**config.mk**
```make
export PLATFORM = sky130hd
export DESIGN_NAME = altsyncram_stream_reader
export DESIGN_NICKNAME = d
export VERILOG_FILES = /design/src/rtl/altsyncram_stream_reader.sv
export SDC_FILE = /design/constraint.sdc
export NUM_CORES = 1
export LEC_CHECK = 0
export CAP_MARGIN = 0
export CORE_UTILIZATION = 25
export DETAILED_ROUTE_END_ITERATION = 8
export PLACE_DENSITY_LB_ADDON = 0.25
export SLEW_MARGIN = 40
export SYNTH_ARGS = -nofsm -noshare
export SYNTH_HDL_FRONTEND = slang
export SYNTH_SLANG_ARGS = --single-unit
```
**constraint.sdc**
```tcl
create_clock -name clock0 -period 2.2 [get_ports clock0]
set_input_delay 0.44 -clock clock0 [delete_from_list [all_inputs] [get_ports clock0]]
set_output_delay 0.44 -clock clock0 [all_outputs]
set_load 0.005 [all_outputs]
```
**src/rtl/altsyncram_stream_reader.sv**
```systemverilog
// rtl/altsyncram_stream_reader.sv - burst reader from an altsyncram read port into a ready/valid stream
//
// Reads `length` consecutive words starting at `start_address` from a RAM
// read port. Each word is then presented on a stream interface. The returned
// words pass through a small first-word-fall-through buffer. Reads are only
// issued while the buffer is guaranteed to have room for every read already
// in flight.
//
// Ports:
//   clock0         sole clock, rising edge
//   sclr           synchronous active-high reset
//   start          one-cycle burst request, sampled only in IDLE
//   start_address  first word address, sampled with start
//   length         burst word count, sampled with start (0 gives an immediate done)
//   busy           high while a burst is active
//   done           one-cycle pulse when the burst completes
//   mem_address    RAM read address
//   mem_rden       RAM read enable
//   mem_q          RAM read data, valid READ_LATENCY cycles after mem_rden
//   tdata/tvalid   stream data and valid
//   tready         stream sink ready
//   tlast          final beat of the burst
module altsyncram_stream_reader #(
    parameter int WIDTH        = 8,
    parameter int WIDTHAD      = 10,
    parameter int READ_LATENCY = 1,
    parameter int FIFO_DEPTH   = 4
) (
    input  logic               clock0,
    input  logic               sclr,
    input  logic               start,
    input  logic [WIDTHAD-1:0] start_address,
    input  logic [WIDTHAD:0]   length,
    output logic               busy,
    output logic               done,
    output logic [WIDTHAD-1:0] mem_address,
    output logic               mem_rden,
    input  logic [WIDTH-1:0]   mem_q,
    output logic [WIDTH-1:0]   tdata,
    output logic               tvalid,
    input  logic               tready,
    output logic               tlast
);

    localparam int PW = (FIFO_DEPTH > 1) ? $clog2(FIFO_DEPTH) : 1;
    // Wide enough for in-flight + occupancy + one spare bit for the compare.
    localparam int CW = PW + 2;
    localparam logic [PW:0] FULL_COUNT = (PW + 1)'(FIFO_DEPTH);

    generate
        if (READ_LATENCY < 1 || READ_LATENCY > 2) begin : g_bad_latency
            $error("altsyncram_stream_reader: READ_LATENCY must be 1 or 2");
        end
        if (FIFO_DEPTH < READ_LATENCY + 1 || (FIFO_DEPTH & (FIFO_DEPTH - 1)) != 0) begin : g_bad_depth
            $error("altsyncram_stream_reader: FIFO_DEPTH must be a power of two >= READ_LATENCY+1");
        end
    endgenerate

    typedef enum logic [1:0] {S_IDLE, S_RUN, S_DRAIN} state_t;

    state_t                  state;
    logic [WIDTHAD:0]        remaining;
    logic [READ_LATENCY-1:0] tok_valid;
    logic [READ_LATENCY-1:0] tok_last;

    logic [WIDTH-1:0]        fifo_data [FIFO_DEPTH];
    logic [FIFO_DEPTH-1:0]   fifo_last;
    logic [PW-1:0]           wr_ptr;
    logic [PW-1:0]           rd_ptr;
    logic [PW:0]             count;

    logic [CW-1:0]           in_flight;
    logic                    push;
    logic                    pop;
    logic                    credit_ok;

    always_comb begin
        in_flight = '0;
        for (int i = 0; i < READ_LATENCY; i++) begin
            in_flight = in_flight + CW'(tok_valid[i]);
        end
    end

    assign push   = tok_valid[READ_LATENCY-1];
    assign tvalid = (count != '0);
    assign pop    = tvalid && tready;
    assign tdata  = tvalid ? fifo_data[rd_ptr] : '0;
    assign tlast  = tvalid && fifo_last[rd_ptr];

    // Every token in flight will land in the buffer. A beat leaving this
    // cycle frees a slot. Issuing only below that bound means the buffer
    // can never overflow.
    assign credit_ok = (in_flight + CW'(count)) < (CW'(FIFO_DEPTH) + CW'(pop));
    assign mem_rden  = (state == S_RUN) && credit_ok;

    always_ff @(posedge clock0) begin
        if (sclr) begin
            state       <= S_IDLE;
            remaining   <= '0;
            busy        <= 1'b0;
            done        <= 1'b0;
            mem_address <= '0;
            tok_valid   <= '0;
            tok_last    <= '0;
            fifo_last   <= '0;
            wr_ptr      <= '0;
            rd_ptr      <= '0;
            count       <= '0;
        end else begin
            done <= 1'b0;

            tok_valid[0] <= mem_rden;
            tok_last[0]  <= mem_rden && (remaining == (WIDTHAD + 1)'(1));
            for (int i = 1; i < READ_LATENCY; i++) begin
                tok_valid[i] <= tok_valid[i-1];
                tok_last[i]  <= tok_last[i-1];
            end

            if (push) begin
                fifo_last[wr_ptr] <= tok_last[READ_LATENCY-1];
                wr_ptr            <= wr_ptr + PW'(1);
            end
            if (pop) begin
                rd_ptr <= rd_ptr + PW'(1);
            end
            count <= count + (PW + 1)'(push) - (PW + 1)'(pop);

            if (mem_rden) begin
                mem_address <= mem_address + WIDTHAD'(1);
                remaining   <= remaining - (WIDTHAD + 1)'(1);
            end

            case (state)
                S_IDLE: begin
                    if (start) begin
                        if (length != '0) begin
                            mem_address <= start_address;
                            remaining   <= length;
                            busy        <= 1'b1;
                            state       <= S_RUN;
                        end else begin
                            done <= 1'b1;
                        end
                    end
                end
                S_RUN: begin
                    if (mem_rden && remaining == (WIDTHAD + 1)'(1)) begin
                        state <= S_DRAIN;
                    end
                end
                S_DRAIN: begin
                    if (pop && tlast) begin
                        busy  <= 1'b0;
                        done  <= 1'b1;
                        state <= S_IDLE;
                    end
                end
                default: state <= S_IDLE;
            endcase
        end
    end

    // Storage needs no reset: tdata is gated by tvalid.
    always_ff @(posedge clock0) begin
        if (push) begin
            fifo_data[wr_ptr] <= mem_q;
        end
    end

    always_ff @(posedge clock0) begin
        if (!sclr && push) begin
            assert (count != FULL_COUNT)
            else $error("altsyncram_stream_reader: write to full output buffer");
        end
    end

endmodule

```
## Yosys cells after proc, flatten, opt, wreduce, memory -nomap -nowiden

Memories as Yosys holds them, arrays and structs flattened. A register that Yosys moved wholly into a read port is not among the register bits.
Index checks and enable logic that the tools add are counted.
Widths: inputs -> output; s select.

- Register bits: 38
- Memory bits (writable): 32
- Input port bits: 33
- Output and inout port bits: 23
- Word-level logic and storage cells: 74
- Memories kept: 1

Memories:

| name | words | bits a word | read ports | clocked after Yosys merged registers in | write ports | RTL line | text |
|---|---|---|---|---|---|---|---|
| fifo_data | 4 | 8 | 1 | 1 | 1 | 66 | `logic [WIDTH-1:0] fifo_data [FIFO_DEPTH];` |

- Add/subtract/negate cells: 8
- Magnitude comparators: 4
- Equality and inequality tests: 7
- Muxes and demuxes: 31
- Reduce and logical (&&, ||, !) cells: 12

Operator list:

| cell | number |
|---|---|
| $mux 11 | 4 |
| $mux 10 | 4 |
| $mux 2 | 6 |
| $eq 11x1->1 const B | 1 |
| $reduce_bool 11->1 | 1 |
| $sub 11x1->11 const B | 1 |
| $add 10x1->10 const B | 1 |
| $mux 1 | 10 |
| $mux 8 | 1 |
| $reduce_and 4->1 | 2 |
| $logic_and 1x1->1 | 6 |
| $lt 2x3->1 const B | 2 |
| $ne 2x2->1 const B | 3 |
| $pmux 2 s3 | 1 |
| $add 1x3->4 | 1 |
| $add 2x1->2 const B | 2 |
| $add 3x1->4 const A | 1 |
| $bwmux 4 | 1 |
| $lt 4x4->1 | 1 |
| $pmux 1 s2 | 2 |
| $add 3x1->3 | 1 |
| $reduce_bool 3->1 | 1 |
| $sub 3x1->3 | 1 |
| $bmux 1 s2 | 1 |
| 7 further kinds | 7 |

## Longest topological paths before layout

Gate-level depths: netlist of the first run.

- Depth after elaboration: 9
- Depth in mapped cells: 8
- Depth with buffers taken out: 7

## Worst setup path before layout of the first run

Ideal clock, no wire load.

- Kind: register -> output
- Start: register tok_valid, in the netlist push
- End: output mem_rden
- Arrival: 1.660 ns
- Data required time: 1.760 ns
- Path slack: 0.100 ns
- Stages on the path, launching flop included: 8
- Path buffers: 2
- Path through: dfxtp_1 ha_1 ha_1 xor2_1 a21boi_1 buf_2 buf_2 nor2_1

- Longest elaborated chain between the ends: 3

RTL lines:

| element | RTL line | text |
|---|---|---|
| from (decl) | 63 | `logic [READ_LATENCY-1:0] tok_valid;` |
| from (signal, indexed assignment) | 115 | `tok_valid[i] <= tok_valid[i-1];` |
| $add 1x3->4 | 93 | `assign credit_ok = (in_flight + CW'(count)) < (CW'(FIFO_DEPTH) + CW'(pop));` |
| $lt 4x4->1 | 93 |  |
| $logic_and 1x1->1 | 94 | `assign mem_rden = (state == S_RUN) && credit_ok;` |
| to (decl) | 37 | `output logic mem_rden,` |

No other way between the ends.

==> results.sh, run 1 <==
export IMPL_rows=43
export IMPL_post_drt_wl_per_cell_um=15.0
export IMPL_hold_buffers=0
export IMPL_hold_slack_ns=0.485
export IMPL_grt_use_met2=0.215
export IMPL_cap_violations=0
export IMPL_clockRootBuffer="clkbuf_16"
export IMPL_clk_pin_slew_ns=0.06
export IMPL_antenna_cells=0
export IMPL_fillCellCount=1375
export IMPL_end_kind="output pin"
export IMPL_grt_overflow=0
export IMPL_synth_flop_cell="dfxtp_1"
export IMPL_cts_tree="built"
export IMPL_grt_usage=0.127
export IMPL_async_flop_share=0
export IMPL_ys_warn_count=0
export IMPL_hp_class="reg2reg"
export IMPL_slew_headroom=0.604
export IMPL_drtPass1Iterations=5
export IMPL_cp_max_fo=5
export IMPL_required_ns=1.76
export IMPL_synth_cell_types=50
export IMPL_first_iter_violations=200
export IMPL_start_util=0.255
export IMPL_hold_viol=0
export IMPL_post_route_period_util=0.968
export IMPL_die_area_mm2=0.0146
export IMPL_gp_congestion=0.751
export IMPL_nets=458
export IMPL_htree_levels=3
export IMPL_max_vdd_ir_drop_uv=388
export IMPL_p_leak_nw=1.72
export IMPL_die_x_um=121
export IMPL_clkSinkCount=72
export IMPL_antenna_found_initial=0
export IMPL_die_y_um=121
export IMPL_drive_gt1_frac=0.218
export IMPL_critPathKind="reg2out"
export IMPL_grt_max_degree=27
export IMPL_first_global_vias=2820
export IMPL_cts_buffer_depth=2
export IMPL_setup_viol=0
export IMPL_syn_area_per_cell_um2=11.0
export IMPL_rsz0062_at_grt="false"
export IMPL_io_pins=56
export IMPL_status="complete, no violations"
export IMPL_power_density_mw_per_mm2=969
export IMPL_grt_first_pass_wirelength_mm=14.4
export IMPL_ys_seq_area_frac=0.499
export IMPL_postSynthCellCount=322
export IMPL_tightest_slew_ns=0.592
export IMPL_fp_coreArea_mm2=0.0138
export IMPL_portBuffers=55
export IMPL_placed_cell_area_mm2=0.00452
export IMPL_clock_skew_ns=0.0103
export IMPL_synthesis_nets=368
export IMPL_cts_made_buffers=9
export IMPL_synth_edff_count=32
export IMPL_busiest_layer="met2"
export IMPL_ys_ff_latch=72
export IMPL_worstSkewPairLatency_ns=0.33
export IMPL_final_area_mm2=0.00493
export IMPL_post_drt_via_cell_ratio=4.90
export IMPL_remaining_drc_errors=0
export IMPL_syn_to_final_growth_pct=39.7
export IMPL_finalMaxSlewViolations=0
export IMPL_detail_route_wirelength_mm=8.94
export IMPL_dp_hpwl_mm=6.13
export IMPL_startpoint_type="flop"
export IMPL_critPathArrivalTime_ns=1.69
export IMPL_postRouteAntennaNets=0
export IMPL_met1_usage=0.159
export IMPL_max_freq_ghz=0.470
export IMPL_synth_area_mm2=0.00353
export IMPL_fin_crit_ns=2.13
export IMPL_via_count=2926
export IMPL_met3_usage=0.0344
[power by group]
group / total, mW / internal [mW] / switching (mW)
clock network: 1.54 / 0.987 / 0.552
logic: 1.59 / 0.873 / 0.720
registers: 1.65 / 1.52 / 0.127
total: 4.78 / 3.38 / 1.40
[per-stage QoR]
step	util	setup TNS (ns)	std cells	worst slack [ns]	total power [mW]
floorplan	-	0	322	0.0996	2.43
global placement	0.327	-0.791	574	-0.151	3.15
detailed placement	0.327	-1.20	574	-0.143	3.17
CTS	0.351	-0.0656	593	-0.0492	4.71
global route	0.357	0	597	0.00582	5.05
finish	0.357	0	597	0.0708	4.78
[state kept, by name, indices dropped and copies added, names as in the netlist, named ones only]
register,cells
fifo_data,32
remaining,11
mem_address,10
fifo_last,4
count,3
rd_ptr,2
state,2
wr_ptr,2
busy,1
done,1
push,1
tok_last,1
[Yosys cell counts (2+ instances only)]
cell,number,area (µm²)
xor2_1,3,26.3
or4_4,2,22.5
nand4b_1,4,35.0
dfxtp_1,40,801
nand4_1,2,12.5
xnor2_1,2,17.5
o31ai_1,10,75.1
o21ai_0,5,25.0
o41ai_1,3,26.3
nand2_1,15,56.3
or3_1,9,56.3
nand3_1,12,60.1
ha_1,12,150
nor3_1,5,25.0
and2_1,5,31.3
or3b_2,2,17.5
a211oi_1,2,15.0
nor2_1,29,109
nand2b_1,5,31.3
mux4_2,9,203
a31o_2,3,26.3
edfxtp_1,32,961
and3_1,3,18.8
a311oi_1,17,149
clkbuf_1,10,37.5
buf_2,9,45.0
or4_1,7,52.6
nand3b_1,2,15.0
a21oi_1,9,45.0
nor4_1,8,50.1
nor3b_1,3,22.5
mux2i_1,2,20.0
a32oi_1,2,17.5
or4bb_1,3,33.8
nor2b_1,12,75.1
inv_1,10,37.5
[routing by layer]
layer | wire [µm] | part of all wire
met5 | 0 | 0
met4 | 68 | 0.0076
met3 | 404 | 0.045
met2 | 4340 | 0.49
met1 | 4130 | 0.46
[final timing paths]
path / from / to / slack, ns / cells after the start
worst max-delay path: flop / tdata[1] / 0.07 / 5
worst min-delay path: fifo_last[2] / fifo_last[2] / 0.48 / 2
worst max register to register: count[0] / mem_address[7] / 0.17 / 7
worst min register to register: fifo_last[2] / fifo_last[2] / 0.48 / 2
[kinds of logic after synthesis]
| family | count (synthesis) | share of synthesized area |
|---|---|---|
| buffers and inverters | 30 | 0.0362 |
| adder cells (fa/ha/maj) | 13 | 0.0482 |
| AO/OA/AOI/OAI | 59 | 0.127 |
| flip-flops | 72 | 0.499 |
| AND/OR/NAND/NOR | 132 | 0.214 |
| XOR/XNOR | 5 | 0.0124 |
| multiplexers | 11 | 0.0631 |
[layout make-up]
cell class / count / area [µm²] / area share
Clock buffer: 10 / 229 / 0.0464
Timing Repair Buffer: 99 / 906 / 0.184
Inverter: 10 / 37.5 / 0.00761
Sequential cell: 72 / 1770 / 0.358
Clock inverter: 6 / 83.8 / 0.0170
Tap cell: 180 / 225 / 0.0457
Multi-Input combinational cell: 220 / 1680 / 0.341
[what timing repair did]
action	4_1_cts	5_1_grt
endpoints found under the setup margin	10	7
pin swaps	1	2
resized for setup	18	17
buffers inserted	3	4
gates cloned	0	0
[critical path, stage by stage, from the launching register on]
cell             delay, ns
dfxtp_2               0.34
buf_12                0.11
buf_12                0.10
mux4_2                0.48
nor2b_1               0.14
clkdlybuf4s15_1       0.19
[cells in the final DEF, fill, tap and decap left out, drive strengths merged, types with 6 or more instances in the layout]
master	n
clkdlybuf4s50	45
buf	44
dfxtp	40
edfxtp	32
nor2	29
a311oi	17
nand2	16
clkbuf	13
nand3	12
nor2b	12
ha	12
o31ai	11
inv	10
mux4	9
a21oi	9
or3	9
or4	9
nor4	8
clkdlybuf4s15	6
No activity file was read; power rests on OpenSTA's default activity.
==> run 2, diff against run 1 <==
--- a/config.mk
+++ b/config.mk
@@ -8,7 +8,8 @@
 export CAP_MARGIN = 0
 export CORE_UTILIZATION = 25
 export DETAILED_ROUTE_END_ITERATION = 8
-export PLACE_DENSITY_LB_ADDON = 0.25
+export PLACE_DENSITY = 0.51
+export SKIP_CTS_REPAIR_TIMING = 1
 export SLEW_MARGIN = 40
 export SYNTH_ARGS = -nofsm -noshare
 export SYNTH_HDL_FRONTEND = slang
==> run 2 against run 1 <==
Effect of this change:
- non-clock buffer count shrank 3
- flip-flop and latch count is the same
- count of clock-buffer cells in the layout grew 1
- critical path type is now reg2reg
- critical endpoint is now remaining[8]
==> results.sh, run 2 (synthesis results as in run 1) <==
export IMPL_fin_crit_ns=2.15
export IMPL_layout_commonest_cell="clkdlybuf4s50_1"
export IMPL_grt_max_degree=40
export IMPL_p_leak_nw=1.84
export IMPL_antenna_found_initial=0
export IMPL_post_route_util=0.357
export IMPL_final_area_mm2=0.00494
export IMPL_nets=455
export IMPL_rsz0062_at_grt="true"
export IMPL_max_freq_ghz=0.465
export IMPL_critPathBufInv=3
export IMPL_status="complete, no violations"
export IMPL_power_mw=4.71
export IMPL_post_drt_via_cell_ratio=4.80
export IMPL_hp_class="reg2reg"
export IMPL_worstSkewPairLatency_ns=0.33
export IMPL_p_clk_frac=0.327
export IMPL_critPathArrivalTime_ns=2.40
export IMPL_path_cells="ha_2 -> ha_1 -> xor2_1 -> a21boi_2 -> buf_4 -> buf_4 -> buf_4 -> or3_1 -> a211oi_1"
export IMPL_remaining_drc_errors=0
export IMPL_dp_slack_ns=-0.201
export IMPL_hold_slack_ns=0.476
export IMPL_power_frac_comb=0.326
export IMPL_regMostFlops="fifo_data"
export IMPL_critPathKind="reg2reg"
export IMPL_htree_levels=3
export IMPL_power_density_mw_per_mm2=953
export IMPL_grt_usage=0.121
export IMPL_post_drt_wl_per_cell_um=14.2
export IMPL_fp_coreArea_mm2=0.0138
export IMPL_end_kind="flop"
export IMPL_post_route_period_util=0.977
export IMPL_internal_power_mw=3.37
export IMPL_die_y_um=121
export IMPL_clockRootBuffer="clkbuf_16"
export IMPL_cap_violations=0
export IMPL_first_iter_violations=162
export IMPL_via_count=2851
export IMPL_crit_slowest_cell="or3_1"
export IMPL_first_global_vias=2799
export IMPL_clock_skew_ns=0.00487
export IMPL_clkSinkCount=72
export IMPL_tns_ns=0
export IMPL_largest_reg_flops=32
export IMPL_hold_viol=0
export IMPL_seqPwrFrac=0.348
export IMPL_portBuffers=55
export IMPL_ff2ff_setup_slack_ns=0.05
export IMPL_cts_made_buffers=9
export IMPL_startpoint_type="flop"
export IMPL_final_cells=594
export IMPL_finalMaxSlewViolations=0
export IMPL_crit_top_cell="buf_4"
export IMPL_detail_route_wirelength_mm=8.41
export IMPL_cp_max_fo=11
export IMPL_gp_congestion=0.743
export IMPL_place_inst=572
export IMPL_cts_tree="built"
export IMPL_start_util=0.255
export IMPL_p_switching_mw=1.34
export IMPL_required_ns=2.45
export IMPL_dp_hpwl_mm=5.78
export IMPL_max_stage_delay_ns=0.37
export IMPL_grt_first_pass_wirelength_mm=13.8
export IMPL_slew_headroom=0.651
export IMPL_clk_pin_slew_ns=0.05
export IMPL_setup_viol=0
export IMPL_max_vdd_ir_drop_uv=424
export IMPL_drive_gt1_frac=0.203
export IMPL_reg_top3="fifo_data: 32 flops, remaining: 11 flops, mem_address: 10 flops"
export IMPL_grt_overflow=0
export IMPL_syn_to_final_growth_pct=40.0
export IMPL_worst_slack_ns=0.0503
export IMPL_cts_buffer_depth=2
export IMPL_io_pins=56
export IMPL_mostFrequentLayoutCells="45 x clkdlybuf4s50_1, 38 x dfxtp_1, 37 x buf_4"
export IMPL_rows=43
export IMPL_postRouteAntennaNets=0
export IMPL_tightest_slew_ns=0.519
export IMPL_antenna_cells=0
export IMPL_cp_top_family="buffers and inverters"
export IMPL_drtPass1Iterations=4
export IMPL_die_x_um=121
export IMPL_die_area_mm2=0.0146
export IMPL_switching_share=0.284
export IMPL_placed_cell_area_mm2=0.00452
## run 2: power groups by stage
stage               Sequential (mW)  Clock [mW]  Combinational, mW
floorplan                      1.63           0              0.805
global placement               1.66           0               1.48
detailed placement             1.65           0               1.50
CTS                            1.63        1.57               1.50
global route                   1.66        1.63               1.69
finish                         1.64        1.54               1.53
## run 2: final timing paths
check	endpoint	cells after the start	start
setup / recovery	remaining[8]	9	count[0]
hold / removal	fifo_last[2]	2	fifo_last[2]
setup reg to reg	remaining[8]	9	count[0]
hold reg to reg	fifo_last[2]	2	fifo_last[2]
## run 2: cell type report
cell class,count,area [µm²]
fillers,1397,8890
flip-flops and latches,72,1770
multi-input cells,220,1670
repair buffers,96,928
clock buffers,11,233
well taps,180,225
clock inverters,5,81.3
inverters,10,37.5
## run 2: worst register-to-register path: cells and delay by family, from the launching register on
family / cells / cell delay (ns)
AO/OA/AOI/OAI: 2 / 0.37
XOR/XNOR: 1 / 0.18
adder cells (fa/ha/maj): 2 / 0.37
buffers and inverters: 3 / 0.48
flip-flops: 1 / 0.31
AND/OR/NAND/NOR: 1 / 0.37
## run 2: per-layer routing
metal | GRT usage | wire length [µm] | vias to the layer above
met5 | 0 | 0 | -
met4 | 0.0417 | 132 | 0
met3 | 0.0368 | 369 | 10
met2 | 0.191 | 3880 | 57
met1 | 0.157 | 4030 | 1367
li1 | - | - | 1417
==> run 3, diff against run 2 <==
--- a/config.mk
+++ b/config.mk
@@ -6,9 +6,9 @@
 export NUM_CORES = 1
 export LEC_CHECK = 0
 export CAP_MARGIN = 0
-export CORE_UTILIZATION = 25
+export CORE_UTILIZATION = 40
 export DETAILED_ROUTE_END_ITERATION = 8
-export PLACE_DENSITY = 0.51
+export PLACE_DENSITY = 0.71
 export SKIP_CTS_REPAIR_TIMING = 1
 export SLEW_MARGIN = 40
 export SYNTH_ARGS = -nofsm -noshare
==> run 3 against run 2 <==
Effect of this change:
- non-clock buffer count fell by 9
- fmax increased by 0.98%
- wire length fell by 4.6%
- final cell count decreased by 14%
- sequential power about the same
- die area fell by 37%
- clock power decreased by 37%
- via count grew 0.77%
- largest cell class unchanged
- highest routed layer unchanged
==> results.sh, run 3 (synthesis results as in run 1) <==
export IMPL_nets=446
export IMPL_max_stage_delay_ns=0.47
export IMPL_p_leak_nw=1.72
export IMPL_mostFrequentLayoutCells="45 x clkdlybuf4s50_1, 38 x dfxtp_1, 32 x edfxtp_1"
export IMPL_remaining_drc_errors=0
export IMPL_syn_to_final_growth_pct=31.5
export IMPL_antenna_cells=0
export IMPL_slew_headroom=0.676
export IMPL_post_drt_wl_per_cell_um=15.7
export IMPL_tightest_slew_ns=0.486
export IMPL_portBuffers=55
export IMPL_crit_slowest_cell="mux4_2"
export IMPL_cts_tree="built"
export IMPL_power_density_mw_per_mm2=887
export IMPL_via_count=2873
export IMPL_largest_reg_flops=32
export IMPL_dp_hpwl_mm=5.55
export IMPL_htree_levels=3
export IMPL_clock_skew_ns=0.00736
export IMPL_clkSinkCount=72
export IMPL_cp_top_family="multiplexers"
export IMPL_end_kind="output pin"
export IMPL_cp_max_fo=7
export IMPL_path_cells="buf_12 -> buf_6 -> mux4_2 -> nor2b_1 -> dlymetal6s2s_1"
export IMPL_worst_path_stages=5
export IMPL_place_inst=491
export IMPL_grt_overflow=0
export IMPL_first_global_vias=2773
export IMPL_dp_slack_ns=-0.0862
export IMPL_post_route_period_util=0.968
export IMPL_hold_viol=0
export IMPL_worst_slack_ns=0.0711
export IMPL_layout_commonest_cell="clkdlybuf4s50_1"
export IMPL_whs_path_depth=2
export IMPL_finalMaxSlewViolations=0
export IMPL_drive_gt1_frac=0.193
export IMPL_final_cells=510
export IMPL_antenna_found_initial=0
export IMPL_rr_worst_depth=8
export IMPL_status="complete, no violations"
export IMPL_die_x_um=95.9
export IMPL_worstSkewPairLatency_ns=0.35
export IMPL_start_util=0.421
export IMPL_rows=33
export IMPL_final_area_mm2=0.00464
export IMPL_die_y_um=95.9
export IMPL_first_iter_violations=104
export IMPL_rsz0062_at_grt="true"
export IMPL_cts_buffer_depth=2
export IMPL_max_freq_ghz=0.470
export IMPL_die_area_mm2=0.00920
export IMPL_max_vdd_ir_drop_uv=467
export IMPL_io_pins=56
export IMPL_detail_route_wirelength_mm=8.02
export IMPL_fillCellCount=732
export IMPL_hp_class="reg2reg"
export IMPL_required_ns=1.76
export IMPL_hold_slack_ns=0.482
export IMPL_clk_pin_slew_ns=0.08
export IMPL_post_drt_via_cell_ratio=5.63
export IMPL_cts_made_buffers=9
export IMPL_critPathArrivalTime_ns=1.69
export IMPL_postRouteAntennaNets=0
export IMPL_fp_coreArea_mm2=0.00838
export IMPL_startpoint_type="flop"
export IMPL_post_route_util=0.554
export IMPL_setup_viol=0
export IMPL_grt_first_pass_wirelength_mm=13.0
export IMPL_grt_usage=0.189
export IMPL_critPathBufInv=3
export IMPL_clockRootBuffer="clkbuf_8"
export IMPL_reg_top3="fifo_data: 32 flops, remaining: 11 flops, mem_address: 10 flops"
export IMPL_cap_violations=0
export IMPL_placed_cell_area_mm2=0.00437
export IMPL_drtPass1Iterations=4
export IMPL_regMostFlops="fifo_data"
export IMPL_fin_crit_ns=2.13
export IMPL_gp_congestion=0.857
export IMPL_grt_max_degree=38
export IMPL_critPathKind="reg2out"
## run 3: metrics by stage
step | total power [mW] | setup TNS (ns)
3_5_place_dp | 3.11 | -0.562
6_report | 4.12 | 0
2_1_floorplan | 2.43 | 0
3_3_place_gp | 3.08 | -0.103
5_1_grt | 4.38 | -0.0171
4_1_cts | 4.10 | -2.21
## run 3: area by class of cell
| cell class | count | area (µm²) | area share |
|---|---|---|---|
| clock buffer | 9 | 124 | 0.0267 |
| clock inverter | 7 | 61.3 | 0.0132 |
| inverter | 10 | 37.5 | 0.00809 |
| multi-input combinational | 220 | 1680 | 0.362 |
| sequential | 72 | 1760 | 0.380 |
| tap | 105 | 131 | 0.0283 |
| timing repair buffer | 87 | 845 | 0.182 |
## run 3: where the power goes
group,switching [mW],internal (mW),leakage (nW),total [mW]
registers,0.132,1.52,0.619,1.65
logic,0.671,0.823,1.01,1.49
clock network,0.546,0.430,0.0888,0.976
total,1.35,2.77,1.72,4.12
## run 3: worst paths after layout
path / from / endpoint / slack (ns)
max: flop / tdata[3] / 0.07
min: fifo_last[1] / fifo_last[1] / 0.48
max reg2reg: count[0] / remaining[8] / 0.14
min reg2reg: fifo_last[1] / fifo_last[1] / 0.48
## run 3: tightest hold or removal path, stage by stage, from the launching register on
cell      delay (ns)
dfxtp_1         0.32
nand2b_1        0.07
a21oi_1         0.06
## run 3: per-layer routing
metal,up-vias,part of all wire,global-route usage
met1,1403,0.45,0.241
met5,-,0,0
met2,69,0.49,0.311
met4,0,0.016,0.0945
met3,9,0.043,0.0308
li1,1392,-,-
